$ cat src/rtl/fetch_stage.sv
// Instruction-fetch front end: owns the PC, drives the imem request/ack port and hands
// instructions to decode through an output register backed by a one-entry skid register.
module fetch_stage #(
   parameter int                ADDR_W   = 32,
   parameter logic [ADDR_W-1:0] RESET_PC = '0,
   parameter logic [4:0]        NOP_OP   = 5'd0
) (
   input  logic              clk,
   input  logic              rst_n,
   output logic              imem_req,
   output logic [ADDR_W-1:0] imem_addr,
   input  logic              imem_ack,
   input  logic [31:0]       imem_rdata,
   output logic              dec_valid,
   input  logic              dec_ready,
   output logic [31:0]       dec_instr,
   output logic [ADDR_W-1:0] dec_pc,
   output logic [4:0]        next_opCode,
   input  logic              redirect_valid,
   input  logic [ADDR_W-1:0] redirect_pc
);

   typedef enum logic [1:0] {IDLE, REQ, HOLD, DRAIN} fetchState_t;

   fetchState_t       state, stateNext;
   logic [ADDR_W-1:0] pc, pcNext;
   logic [ADDR_W-1:0] drainAddr, drainAddrNext;
   logic              outValid, outValidNext;
   logic [31:0]       outInstr, outInstrNext;
   logic [ADDR_W-1:0] outPc, outPcNext;
   logic [4:0]        nextOp, nextOpNext;
   logic              skidValid, skidValidNext;
   logic [31:0]       skidInstr, skidInstrNext;
   logic [ADDR_W-1:0] skidPc, skidPcNext;

   logic              bufFree;
   logic              xfer;
   logic [ADDR_W-1:0] redirTarget;
   logic [ADDR_W-1:0] pcInc;

   assign bufFree     = !outValid || dec_ready;
   assign xfer        = outValid && dec_ready;
   assign redirTarget = redirect_pc & ~ADDR_W'(3);
   assign pcInc       = pc + ADDR_W'(4);

   always_comb begin
      stateNext     = state;
      pcNext        = pc;
      drainAddrNext = drainAddr;
      outValidNext  = outValid;
      outInstrNext  = outInstr;
      outPcNext     = outPc;
      nextOpNext    = nextOp;
      skidValidNext = skidValid;
      skidInstrNext = skidInstr;
      skidPcNext    = skidPc;

      // A consumed word empties the output register unless something reloads it below.
      if (xfer) begin
         outValidNext = 1'b0;
         nextOpNext   = NOP_OP;
      end

      case (state)
         IDLE: begin
            stateNext = REQ;
            if (redirect_valid) pcNext = redirTarget;
         end
         REQ: begin
            if (redirect_valid) begin
               pcNext = redirTarget;
               // The bus request cannot be withdrawn, so remember its address and absorb the reply.
               if (!imem_ack) begin
                  stateNext     = DRAIN;
                  drainAddrNext = pc;
               end
            end else if (imem_ack) begin
               pcNext = pcInc;
               if (bufFree) begin
                  outValidNext = 1'b1;
                  outInstrNext = imem_rdata;
                  outPcNext    = pc;
                  nextOpNext   = imem_rdata[31:27];
               end else begin
                  skidValidNext = 1'b1;
                  skidInstrNext = imem_rdata;
                  skidPcNext    = pc;
                  stateNext     = HOLD;
               end
            end
         end
         HOLD: begin
            if (redirect_valid) begin
               pcNext    = redirTarget;
               stateNext = REQ;
            end else if (dec_ready) begin
               outValidNext  = skidValid;
               outInstrNext  = skidInstr;
               outPcNext     = skidPc;
               nextOpNext    = skidValid ? skidInstr[31:27] : NOP_OP;
               skidValidNext = 1'b0;
               stateNext     = REQ;
            end
         end
         DRAIN: begin
            if (redirect_valid) pcNext = redirTarget;
            if (imem_ack) stateNext = REQ;
         end
         default: stateNext = IDLE;
      endcase

      if (redirect_valid && (state != IDLE)) begin
         outValidNext  = 1'b0;
         skidValidNext = 1'b0;
         nextOpNext    = NOP_OP;
      end
   end

   always_ff @(posedge clk or negedge rst_n) begin
      if (!rst_n) begin
         state     <= IDLE;
         pc        <= RESET_PC;
         drainAddr <= RESET_PC;
         outValid  <= 1'b0;
         outInstr  <= '0;
         outPc     <= '0;
         nextOp    <= NOP_OP;
         skidValid <= 1'b0;
         skidInstr <= '0;
         skidPc    <= '0;
      end else begin
         state     <= stateNext;
         pc        <= pcNext;
         drainAddr <= drainAddrNext;
         outValid  <= outValidNext;
         outInstr  <= outInstrNext;
         outPc     <= outPcNext;
         nextOp    <= nextOpNext;
         skidValid <= skidValidNext;
         skidInstr <= skidInstrNext;
         skidPc    <= skidPcNext;
      end
   end

   assign imem_req    = (state == REQ) || (state == DRAIN);
   assign imem_addr   = (state == DRAIN) ? drainAddr : pc;
   assign dec_valid   = outValid;
   assign dec_instr   = outInstr;
   assign dec_pc      = outPc;
   assign next_opCode = nextOp;

endmodule

$ cat config.mk
export PLATFORM = sky130hd
export DESIGN_NAME = fetch_stage
export DESIGN_NICKNAME = d
export VERILOG_FILES = /design/src/rtl/fetch_stage.sv
export SDC_FILE = /design/constraint.sdc
export NUM_CORES = 1
export LEC_CHECK = 0
export CAP_MARGIN = 25
export CORE_MARGIN = 3
export CORE_UTILIZATION = 47
export DETAILED_ROUTE_END_ITERATION = 12
export GPL_TIMING_DRIVEN = 0
export PLACE_DENSITY_LB_ADDON = 0.1
export SETUP_SLACK_MARGIN = 0.15
export SLEW_MARGIN = 20
export SYNTH_ARGS = -nofsm -noshare
export SYNTH_HDL_FRONTEND = slang
export SYNTH_SLANG_ARGS = --single-unit
$ cat constraint.sdc
create_clock -name clk -period 2 [get_ports clk]
set_input_delay 0.3 -clock clk [delete_from_list [all_inputs] [get_ports clk]]
set_output_delay 0.3 -clock clk [all_outputs]
set_load 0.05 [all_outputs]
# Word-level counts from Yosys, hierarchy flattened
# Cells that the tools add are included.
# word_totals
reg_bits	201
wordCells	98
# classes
n_addsub	1
n_eq_ne	19
n_mux	49
bitwise	3
reduce_logical	16
# ops
op	n
32-bit 2-to-1 mux	14
32-bit case mux with 2 select lines	3
5-bit 2-to-1 mux	8
32-bit by 3-bit adder with 32-bit output (second input constant)	1
3-bit != test (second input constant)	9
2-bit 2-to-1 mux	7
1-bit 2-to-1 mux	13
2-bit != test (second input constant)	6
6-bit AND reduction	2
5-bit case mux with 2 select lines	1
2-bit case mux with 4 select lines	1
5-bit AND reduction	1
2-bit equality test (second input constant)	2
1-bit case mux with 2 select lines	2
4-bit AND reduction	1
2-bit nonzero test	2
1-bit inverter	3
3-bit AND reduction	1
3-bit nonzero test	1
3-bit OR reduction	1
2-bit by 1-bit equality test with 1-bit output (second input constant)	1
1-bit logical AND	2
2-bit zero test	1
1-bit logical OR	2
3 further kinds	3

# Depth between registers and ports, before layout
# depth
word_depth	7
depth_mapped	9

# Least setup slack after synthesis
# OpenSTA, ideal clock, no wires.
# synth_timing
path_kind	register -> output
from	reg state[1]
to	out imem_addr[10]
t_arrival_ns	2.123
required_ns	1.700
setup_slack_ns	-0.423
stages_incl_launch_ff	5
n_path_buf	2
cell_sequence	dfrtp_1 ha_1 clkbuf_1 clkbuf_1 o21ai_0
# synth_between
elab_chain_cells	2
# synth_lines
element	line_no	source
from (decl)	25	fetchState_t state, stateNext;
from (signal assigned)	132	state <= stateNext;
2-bit equality test	146	assign imem_addr = (state == DRAIN) ? drainAddr : pc;
32-bit 2-to-1 mux	146	
to (decl)	11	output logic [ADDR_W-1:0] imem_addr,
# Every way passes these cells.

# Worst setup path in the final report
# layout_timing
from	reg state[1]
to	out imem_addr[29]
# Same word-level chain as after synthesis.

==> results.yml <==
routing:
  drc: 0
  vias: 7277
  drtPass1Iterations: 5
  drt-total-wl_um: 25830
  ant_nets: 0
  drtIter0Drc: 520
  wl_per_cell_um: 19.33
  viasPerCell: 5.447
finish:
  nets: 1138
  final_cell_mix: "dfrtp_1 (183), nor2_1 (74), clkdlybuf4s50_1 (64)"
  fin_cells: 1336
  area_delta_synth_final_pct: 51.50
  n_antenna_cell: 0
  multiInputGateArea_um2: 4775
  fillers: 1307
  drive_gt1_frac: 0.3857
  final-seq-area_um2: 4842
  utilization: 0.7331
  final_cell_area_um2: 13850
  layout_commonest_cell: "dfrtp_1"
sta:
  max_freq_mhz: 463.8
  relSlewSlack: 0.5204
  setup_viol: 115
  rsz0062_at_grt: "true"
  fin_ws_ns: -0.1560
  hold_viol: 0
  slew_viol_final: 0
  finalSetupTns_ns: -7.667
  fin_crit_sh: 1.078
  fin_crit_ns: 2.156
  skew_ns: 0.009340
  hold-worst-slack_ns: 0.3311
  worst_pin_slew_ns: 0.7193
pwr:
  cellLeakagePower_nw: 5.965
  p_total_mw: 20.09
  p_per_area_nw_per_um2: 1450
  vdd_ir_drop_max_mv: 0.9494
synth:
  synth_area_um2: 9143
  synth_cell_types: 55
  ys_ff_latch: 193
  yosys_warnings: 0
  synth-main-ff-cell: "dfrtp_1"
  synth_enable_flop_cells: 0
  ys_seq_area_frac: 0.5283
  syn_inst: 822
  async_flop_share: 1.000
  avgSynthCellArea_um2: 11.12
clocking:
  clock_sinks: 193
  insertion_delay_ns: 0.43
  cts_made_buffers: 17
  clock-root-buffer: "clkbuf_16"
  ctsLongestPathBuffers: 2
  htreeDepth: 4
  clkSlewWorstSetupHoldPaths_ns: 0.07
  cts_tree: "yes"
critical_path:
  worstPathRequired_ns: 1.70
  crit_path_start: "state[1]"
  r2r_slack_ns: -0.14
  critPathMaxStageDelay_ns: 0.45
  crit-reg2reg-launch: "state[1]"
  crit_slowest_cell: "dfrtp_2"
  crit_arrival_ns: 1.86
  crit_type: "reg2out"
  cp-start-kind: "register"
  critPathCaptureType: "primary output"
  cpMostUsedCell: "clkbuf_16"
  worstPathCellList: "ha_4 -> clkbuf_16 -> clkbuf_16 -> mux2_4 -> buf_8"
  cp_max_fo: 5
floorplanning:
  die_w_um: 145.5
  num_rows: 50
  ios: 172
  die_y_um: 145.5
  core-area_um2: 18890
  start_util: 0.4839
  die_area_um2: 21160
global_route:
  grt_pass1_wl_um: 36920
  grt_pass1_vias: 6957
  grt_max_degree: 82
  grt_use_total: 0.2156
  gr-total-overflow: 0
  antenna_found_initial: 0
run:
  maxCapViolations: 0
placed_design:
  place_ws_ns: -0.7637
  dpl.hpwl_um: 15770
  port_buffers: 164
  place_area_um2: 11260
  place.gp.congestion: 0.8333
  place_inst: 1251
run_status:
  outcome: "finished with violations"
  violations: "setup timing"
worst_hold_path:
  hold_class: "in2async"
==> cells by family (layout without fill, tap and decap cells) <==
kind of cell | count (synthesis) | count (layout) | share of synthesized area
adders and majority gates | 5 | 5 | 0.006843
other | 1 | 4 | 0.0004102
DFF | 193 | 193 | 0.5283
and+or+nand+nor | 203 | 203 | 0.1017
muxes | 177 | 177 | 0.2094
buffers and inverters | 77 | 328 | 0.04379
xor gates and xnor gates | 23 | 23 | 0.02203
AOI/OAI and AO/OA | 143 | 143 | 0.08759
==> final timing paths <==
kind	end	cells after the start
setup / recovery	imem_addr[29]	5
hold / removal	dec_pc[21]	2
setup reg to reg	pc[27]	6
hold reg to reg	drainAddr[30]	2
max in group asynchronous	state[1]	3
min in group clk	pc[27]	4
==> Yosys cell counts, types with 2 or more instances <==
cell type	count	area (µm²)
dfrtp_1	193	4830
mux2_2	114	1284
nor2_1	84	315.3
a21oi_1	73	365.4
mux2i_1	63	630.6
nand2_1	60	225.2
o21ai_0	39	195.2
clkbuf_1	37	138.9
xnor2_1	14	122.6
nor3_1	13	65.06
buf_2	12	60.06
inv_1	10	37.54
nand4_1	9	56.30
xor2_1	9	78.83
buf_4	7	52.55
nand3_1	6	30.03
nor4_1	6	37.54
a311oi_1	5	43.79
clkbuf_8	5	68.82
ha_1	5	62.56
nor2b_1	5	31.28
or3_1	5	31.28
a22o_1	4	35.03
a31oi_1	4	25.02
o21ai_1	3	15.01
a22oi_1	2	15.01
and3_1	2	12.51
buf_1	2	7.510
buf_6	2	22.52
nand4_2	2	25.02
o22ai_1	2	12.51
or4_4	2	22.52
==> per-layer routing <==
metal	vias to the layer above	routed length [µm]	share of wire	global-route usage
met5	-	0	0	0
met4	0	427	0.017	0.05413
met3	45	1424	0.055	0.04142
met2	230	12370	0.48	0.3417
met1	3639	11600	0.45	0.3083
li1	3363	-	-	-
==> power breakdown <==
group	switching, mW	internal [mW]
sequential	0.928	5.45
combinational	5.98	4.22
clock	1.55	1.97
total	8.46	11.6
==> critical path: cells and delay by family (launching register included) <==
family | cells | cell delay [ns]
buf+inv | 3 | 0.48
mux | 1 | 0.32
fa+ha+maj | 1 | 0.18
flops | 1 | 0.45
==> repair_timing <==
action                                  in CTS  in global routing
gates resized for setup                    347                277
pin swaps                                    4                 22
gates cloned                                 2                 14
setup buffers                               14                 24
endpoints found under the setup margin     273                240
hold buffers                                 1                  0
endpoints found under the hold margin       34                  0
==> sequential cells by signal (all words and copies together), names as in the netlist <==
| name | flops |
|---|---|
| dec_instr | 32 |
| dec_pc | 30 |
| state | 2 |
| next_opCode | 5 |
| skidValid | 1 |
| drainAddr | 30 |
| pc | 30 |
| dec_valid | 1 |
| skidInstr | 32 |
| skidPc | 30 |
==> cell type report <==
cell class	instances	area share
buffer	67	0.05294
multi-input combinational	555	0.3447
timing repair buffer	220	0.1836
inverter	10	0.002891
tap	260	0.02349
sequential	193	0.3496
clock buffer	18	0.03098
clock inverter	13	0.01183
Power figures use the tool's default switching activity.
